$ cat config.mk
export PLATFORM = sky130hd
export DESIGN_NAME = if_stage
export DESIGN_NICKNAME = d
export VERILOG_FILES = /design/src/rtl/if_stage_pkg.sv /design/src/rtl/hazard_unit.sv /design/src/rtl/if_stage.sv
export SDC_FILE = /design/constraint.sdc
export NUM_CORES = 1
export LEC_CHECK = 0
export BUFFER_PORTS_ARGS = -buffer_cell sky130_fd_sc_hd__buf_4
export CAP_MARGIN = 0
export CORE_MARGIN = 1
export CORE_UTILIZATION = 51
export DETAILED_ROUTE_END_ITERATION = 16
export GPL_TIMING_DRIVEN = 0
export PLACE_DENSITY = 0.87
export SYNTH_ARGS = -nofsm -noshare
export SYNTH_HDL_FRONTEND = slang
export SYNTH_SLANG_ARGS = --single-unit
$ cat constraint.sdc
create_clock -name Clk -period 4.26 [get_ports Clk]
set_input_delay 0.213 -clock Clk [delete_from_list [all_inputs] [get_ports Clk]]
set_output_delay 0.213 -clock Clk [all_outputs]
set_load 0.05 [all_outputs]
$ cat src/rtl/if_stage_pkg.sv
`default_nettype none
// ============================================================================
// Module      : if_stage_pkg
// Description : Shared constants and types for the instruction-fetch stage:
//               datapath width, reset PC, bubble encoding, register-index
//               field positions and the per-cycle fetch action encoding.
// Revision    : 1.0 - initial release
// ============================================================================
package if_stage_pkg;

  localparam int XLEN = 32;

  localparam logic [XLEN-1:0] RESET_PC  = 32'h0000_0000;
  // addi x0,x0,0 - the canonical bubble
  localparam logic [XLEN-1:0] NOP_INSTR = 32'h0000_0013;

  // Source register index fields of a 32-bit instruction word
  localparam int RS1_MSB = 19;
  localparam int RS1_LSB = 15;
  localparam int RS2_MSB = 24;
  localparam int RS2_LSB = 20;

  // Per-cycle action of the fetch stage
  typedef enum logic [1:0] {
    ACT_ADVANCE  = 2'b00,
    ACT_STALL    = 2'b01,
    ACT_REDIRECT = 2'b10
  } if_action_e;

  // Redirect targets are forced to word alignment
  function automatic logic [XLEN-1:0] align_target(input logic [XLEN-1:0] target);
    return {target[XLEN-1:2], 2'b00};
  endfunction

endpackage : if_stage_pkg
`default_nettype wire

$ cat src/rtl/hazard_unit.sv
`default_nettype none
// ============================================================================
// Module      : hazard_unit
// Description : Combinational hazard resolution for the fetch stage. Detects
//               load-use dependencies between the load in EX and the
//               instruction in ID, and picks the fetch action with redirect
//               taking priority over stall. Also produces the ID/EX flush.
// Revision    : 1.0 - initial release
// ============================================================================
module hazard_unit
  import if_stage_pkg::*;
(
  input  logic            ex_redirect,
  input  logic            ex_memread,
  input  logic [4:0]      ex_rd,
  input  logic [XLEN-1:0] ID_instr,
  input  logic            ID_valid,
  output logic            load_use,
  output logic            id_ex_flush,
  output if_action_e      action
);

  logic [4:0] w_rs1;
  logic [4:0] w_rs2;
  logic       w_unused_instr;

  assign w_rs1 = ID_instr[RS1_MSB:RS1_LSB];
  assign w_rs2 = ID_instr[RS2_MSB:RS2_LSB];

  // Only the register-index fields matter for hazard detection
  assign w_unused_instr = ^{ID_instr[XLEN-1:RS2_MSB+1], ID_instr[RS1_LSB-1:0]};

  // Both source fields are compared regardless of format (conservative);
  // a redirect overrides a simultaneous stall.
  always_comb begin
    load_use    = 1'b0;
    id_ex_flush = 1'b0;
    action      = ACT_ADVANCE;

    load_use = ex_memread && (ex_rd != 5'd0) && ID_valid &&
               ((ex_rd == w_rs1) || (ex_rd == w_rs2));

    if (ex_redirect) begin
      action      = ACT_REDIRECT;
      id_ex_flush = 1'b1;
    end else if (load_use) begin
      action      = ACT_STALL;
      id_ex_flush = 1'b1;
    end
  end

endmodule : hazard_unit
`default_nettype wire

$ cat src/rtl/if_stage.sv
`default_nettype none
// ============================================================================
// Module      : if_stage
// Description : Instruction-fetch stage and IF/ID pipeline register. Owns the
//               PC, drives the instruction-memory address, latches the
//               fetched instruction for decode and squashes wrong-path work
//               on EX-resolved redirects.
//               Optional feature macro: IF_PERF_CNT_EN adds saturating
//               stall/redirect cycle counters; without it both counter
//               outputs are tied to zero.
// Revision    : 1.0 - initial release
// ============================================================================
module if_stage
  import if_stage_pkg::*;
(
  input  logic            Clk,
  input  logic            Rst,
  output logic [XLEN-1:0] imem_addr,
  input  logic [XLEN-1:0] imem_rdata,
  input  logic            ex_redirect,
  input  logic [XLEN-1:0] ex_target,
  input  logic            ex_memread,
  input  logic [4:0]      ex_rd,
  output logic [XLEN-1:0] ID_PC,
  output logic [XLEN-1:0] ID_instr,
  output logic            ID_valid,
  output logic            id_ex_flush,
  output logic [XLEN-1:0] stall_cnt,
  output logic [XLEN-1:0] flush_cnt
);

  logic [XLEN-1:0] r_pc;
  logic            w_load_use;
  logic            w_unused_load_use;
  if_action_e      w_action;

  hazard_unit u_hazard (
    .ex_redirect (ex_redirect),
    .ex_memread  (ex_memread),
    .ex_rd       (ex_rd),
    .ID_instr    (ID_instr),
    .ID_valid    (ID_valid),
    .load_use    (w_load_use),
    .id_ex_flush (id_ex_flush),
    .action      (w_action)
  );

  // Raw hazard flag is informational; the action select drives the datapath
  assign w_unused_load_use = w_load_use;

  assign imem_addr = r_pc;

  // Program counter: redirect to aligned target, hold on stall, else +4
  always_ff @(posedge Clk or posedge Rst) begin
    if (Rst) begin
      r_pc <= RESET_PC;
    end else begin
      case (w_action)
        ACT_REDIRECT: r_pc <= align_target(ex_target);
        ACT_ADVANCE:  r_pc <= r_pc + 32'd4;
        default:      r_pc <= r_pc;
      endcase
    end
  end

  // IF/ID register: bubble on redirect, hold on stall, capture fetch otherwise
  always_ff @(posedge Clk or posedge Rst) begin
    if (Rst) begin
      ID_PC    <= '0;
      ID_instr <= NOP_INSTR;
      ID_valid <= 1'b0;
    end else begin
      case (w_action)
        ACT_REDIRECT: begin
          ID_PC    <= '0;
          ID_instr <= NOP_INSTR;
          ID_valid <= 1'b0;
        end
        ACT_ADVANCE: begin
          ID_PC    <= r_pc;
          ID_instr <= imem_rdata;
          ID_valid <= 1'b1;
        end
        default: begin
          ID_PC    <= ID_PC;
          ID_instr <= ID_instr;
          ID_valid <= ID_valid;
        end
      endcase
    end
  end

`ifdef IF_PERF_CNT_EN
  logic [XLEN-1:0] r_stall_cnt;
  logic [XLEN-1:0] r_flush_cnt;

  // Saturating counters of stall and redirect cycles
  always_ff @(posedge Clk or posedge Rst) begin
    if (Rst) begin
      r_stall_cnt <= '0;
      r_flush_cnt <= '0;
    end else begin
      if ((w_action == ACT_STALL) && (r_stall_cnt != '1)) begin
        r_stall_cnt <= r_stall_cnt + 32'd1;
      end
      if ((w_action == ACT_REDIRECT) && (r_flush_cnt != '1)) begin
        r_flush_cnt <= r_flush_cnt + 32'd1;
      end
    end
  end

  assign stall_cnt = r_stall_cnt;
  assign flush_cnt = r_flush_cnt;
`else
  assign stall_cnt = '0;
  assign flush_cnt = '0;
`endif

endmodule : if_stage
`default_nettype wire

==> out/qor.yml <==
via_per_inst: 4.96
fin_crit_ps: 2700
drt-initial-drc-count: 238
tightest_slew_ps: 655
path_clk_slew_ps: 90
status: "finished clean"
first_global_vias: 4594
crit_chain: "xnor2_1 -> nand3_1 -> o22ai_1 -> nand2_1 -> buf_2 -> buf_2 -> nand2_1 -> buf_4"
dp_hpwl_um: 10900
postSynth.asyncResetShare_pct: 100
ys.flop_type: "dfrtp_1"
syn_area_um2: 4970
cts_tree: "yes"
antenna_left: 0
ff2ff_path_depth: 9
slew_violations: 0
numCtsBuffers: 9
grt_max_degree: 54
cts_setup_buffers: 0
hp-class: "input port to flip-flop"
fin_skew_ps: 11.9
dieArea_um2: 10100
regToRegSetupSlack_ps: 1780
die_h_um: 101
critPathRequiredTime_ps: 4050
port-buffer-count: 165
diodes: 0
synth-edff-count: 0
seq_area_frac_synth_pct: 47.4
cap_violations: 0
cts-resized-gates: 0
timing.rr.start: "ID_instr[19]$_DFFE_PP0P_"
vias: 4666
track_usage_pct: 28.3
reg2reg_to: "ID_instr[10]$_DFFE_PP0P_"
power_leakage_uw: 0.00347
setup-tns-final_ps: 0
ys_types: 38
endpoint_kind: "output pin"
hold_viol_final: 0
cts.htree.levels: 3
crit_arrival_ps: 2480
power_density_nw_per_um2: 363
slew_headroom_pct: 56.3
n_fill_cell: 735
crit_start: "ID_instr[19]$_DFFE_PP0P_"
netlist_instances: 563
drive_gt1_share_pct: 34.4
finalCritPeriodShare_pct: 63.3
dpl.cell_count: 923
routabilityCongestion: 0.907
setup_viol: 0
drtPass1Iterations: 7
insertion_delay_ps: 360
antenna_found_initial: 0
design_area_um2: 6870
cp-start-kind: "flip-flop"
timing.final.ws_setup_ps: 1560
worstPathMaxFanout: 10
crit_path_top_delay_cell: "o22ai_1"
path_class: "flip-flop to output pin"
drc: 0
rsz0062_at_grt: "false"
cts-root-buf: "clkbuf_8"
grt_first_pass_wirelength_um: 22200
multiInputGateArea_um2: 2190
fp-row-count: 35
placed_cell_area_um2: 6640
syn_area_per_cell_um2: 8.82
initial_utilization_pct: 53.2
ios: 235
syn2layout_area_growth_pct: 38.4
synth-seq-cells: 94
cts_sinks: 94
place_ws_ps: 1770
cpPeakStageDelay_ps: 540
hold_end: "imem_addr[15]$_DFFE_PP0P_"
worstHoldPathCells: 3
dieWidth_um: 101
vdd_drop_max_mv: 0.252
seqCellArea_um2: 2360
ys_warn_count: 0
grt-ovfl-total: 0
fmax_mhz: 371
drt_wl_total_um: 14400
fin_cells: 940
fin_nets: 880
routedWlPerCell_um: 15.3
clk_path_buf_depth: 2
hp-start: "ex_target[15]"
core-area_um2: 9330
state kept, by name (all words and copies together), names as in the netlist:
| register | flops |
|---|---|
| ID_instr | 32 |
| ID_PC | 31 |
| imem_addr | 30 |
| ID_valid | 1 |
layer usage:
layer | share of wire [%] | GRT usage, % | routed length (µm) | vias up
met5 | 0 | 0 | 0 | -
met4 | 2.0 | 11.3 | 284 | 0
met3 | 7.3 | 4.79 | 1040 | 27
met2 | 52 | 49.9 | 7470 | 216
met1 | 39 | 34.6 | 5580 | 2199
li1 | - | - | - | 2224
power breakdown:
part | leakage, µW | switching, µW | internal, µW
registers | 0.00118 | 76.6 | 961
clock network | 0.000106 | 325 | 333
logic | 0.00219 | 551 | 248
total | 0.00347 | 953 | 1540
placed cells by master (no fill, tap or decap), types with 9 or more instances in the layout:
cell / instances
clkbuf_8: 9
conb_1: 66
nand2_1: 158
dfrtp_1: 91
a21oi_1: 69
nand3_1: 17
nand4_1: 9
nor2_1: 9
clkbuf_1: 21
buf_4: 232
o21ai_1: 15
xnor2_1: 26
buf_2: 9
cells in the mapped netlist, drive strengths merged (2+ instances only):
cell | instances | share of area, %
dfrtp | 91 | 46
dfstp | 3 | 1.6
nand4 | 9 | 1.1
xnor2 | 26 | 4.6
nor3 | 2 | 0.20
buf | 79 | 12
inv | 4 | 0.30
nand3 | 17 | 1.7
xor2 | 8 | 1.4
and2 | 2 | 0.30
a211oi | 5 | 0.76
or3 | 5 | 0.63
nor2 | 9 | 0.68
a2111oi | 7 | 1.8
mux2 | 8 | 1.8
clkbuf | 21 | 1.6
and3 | 4 | 0.50
a21oi | 69 | 7.0
nand2 | 158 | 12
o21ai | 21 | 2.1
a31oi | 4 | 0.50
cell families (layout without fill, tap and decap cells):
family                     Yosys count  in the layout  synth area share, %
and+or+nand+nor                    210            210                 17.7
buffers and inverters              104            287                 13.5
AOI/OAI and AO/OA                  110            110                 13.0
xor gates and xnor gates            34             34                 6.00
muxes                                9              9                 2.02
adders and majority gates            1              1                0.252
other                                1             66               0.0755
DFF                                 94             94                 47.4
worst max path at each step:
stage                                          end  slack [ps]  depth (start not counted)
after floorplan              ID_PC[10]$_DFFE_PP0P_        1600                          1
after global placement        ID_PC[7]$_DFFE_PP0P_         620                          2
after CTS                              id_ex_flush        1560                          8
after detailed placement  ID_instr[10]$_DFFE_PP0P_        1770                          9
final                                  id_ex_flush        1560                          8
after global routing                   id_ex_flush        1380                          8
repair_timing:
action	CTS	global route
endpoints found under the setup margin	0	0
hold buffers	1	0
endpoints found under the hold margin	38	0
area by class of cell:
class	instances	area share, %
Sequential cell	94	34.3
Multi-Input combinational cell	430	31.8
Timing Repair Buffer	167	18.6
Buffer	100	9.50
Tap cell	129	2.35
Clock buffer	9	1.80
Clock inverter	7	1.42
Inverter	4	0.255
worst max-delay path, delay by kind of cell, from the launching register on:
family	cells	cell delay, ps
simple gates	3	310
compound gates	1	540
flops	1	430
xor+xnor	1	170
buf+inv	3	670
per-stage QoR:
stage	hold slack, ps	util (%)	power (µW)
after floorplan	329	-	1610
after global placement	430	70.9	1830
after CTS	53.2	73.7	2500
final	61.2	73.7	2490
after detailed placement	312	71.2	1850
after global routing	51.8	73.7	2580
(Power assumes the default switching activity.)
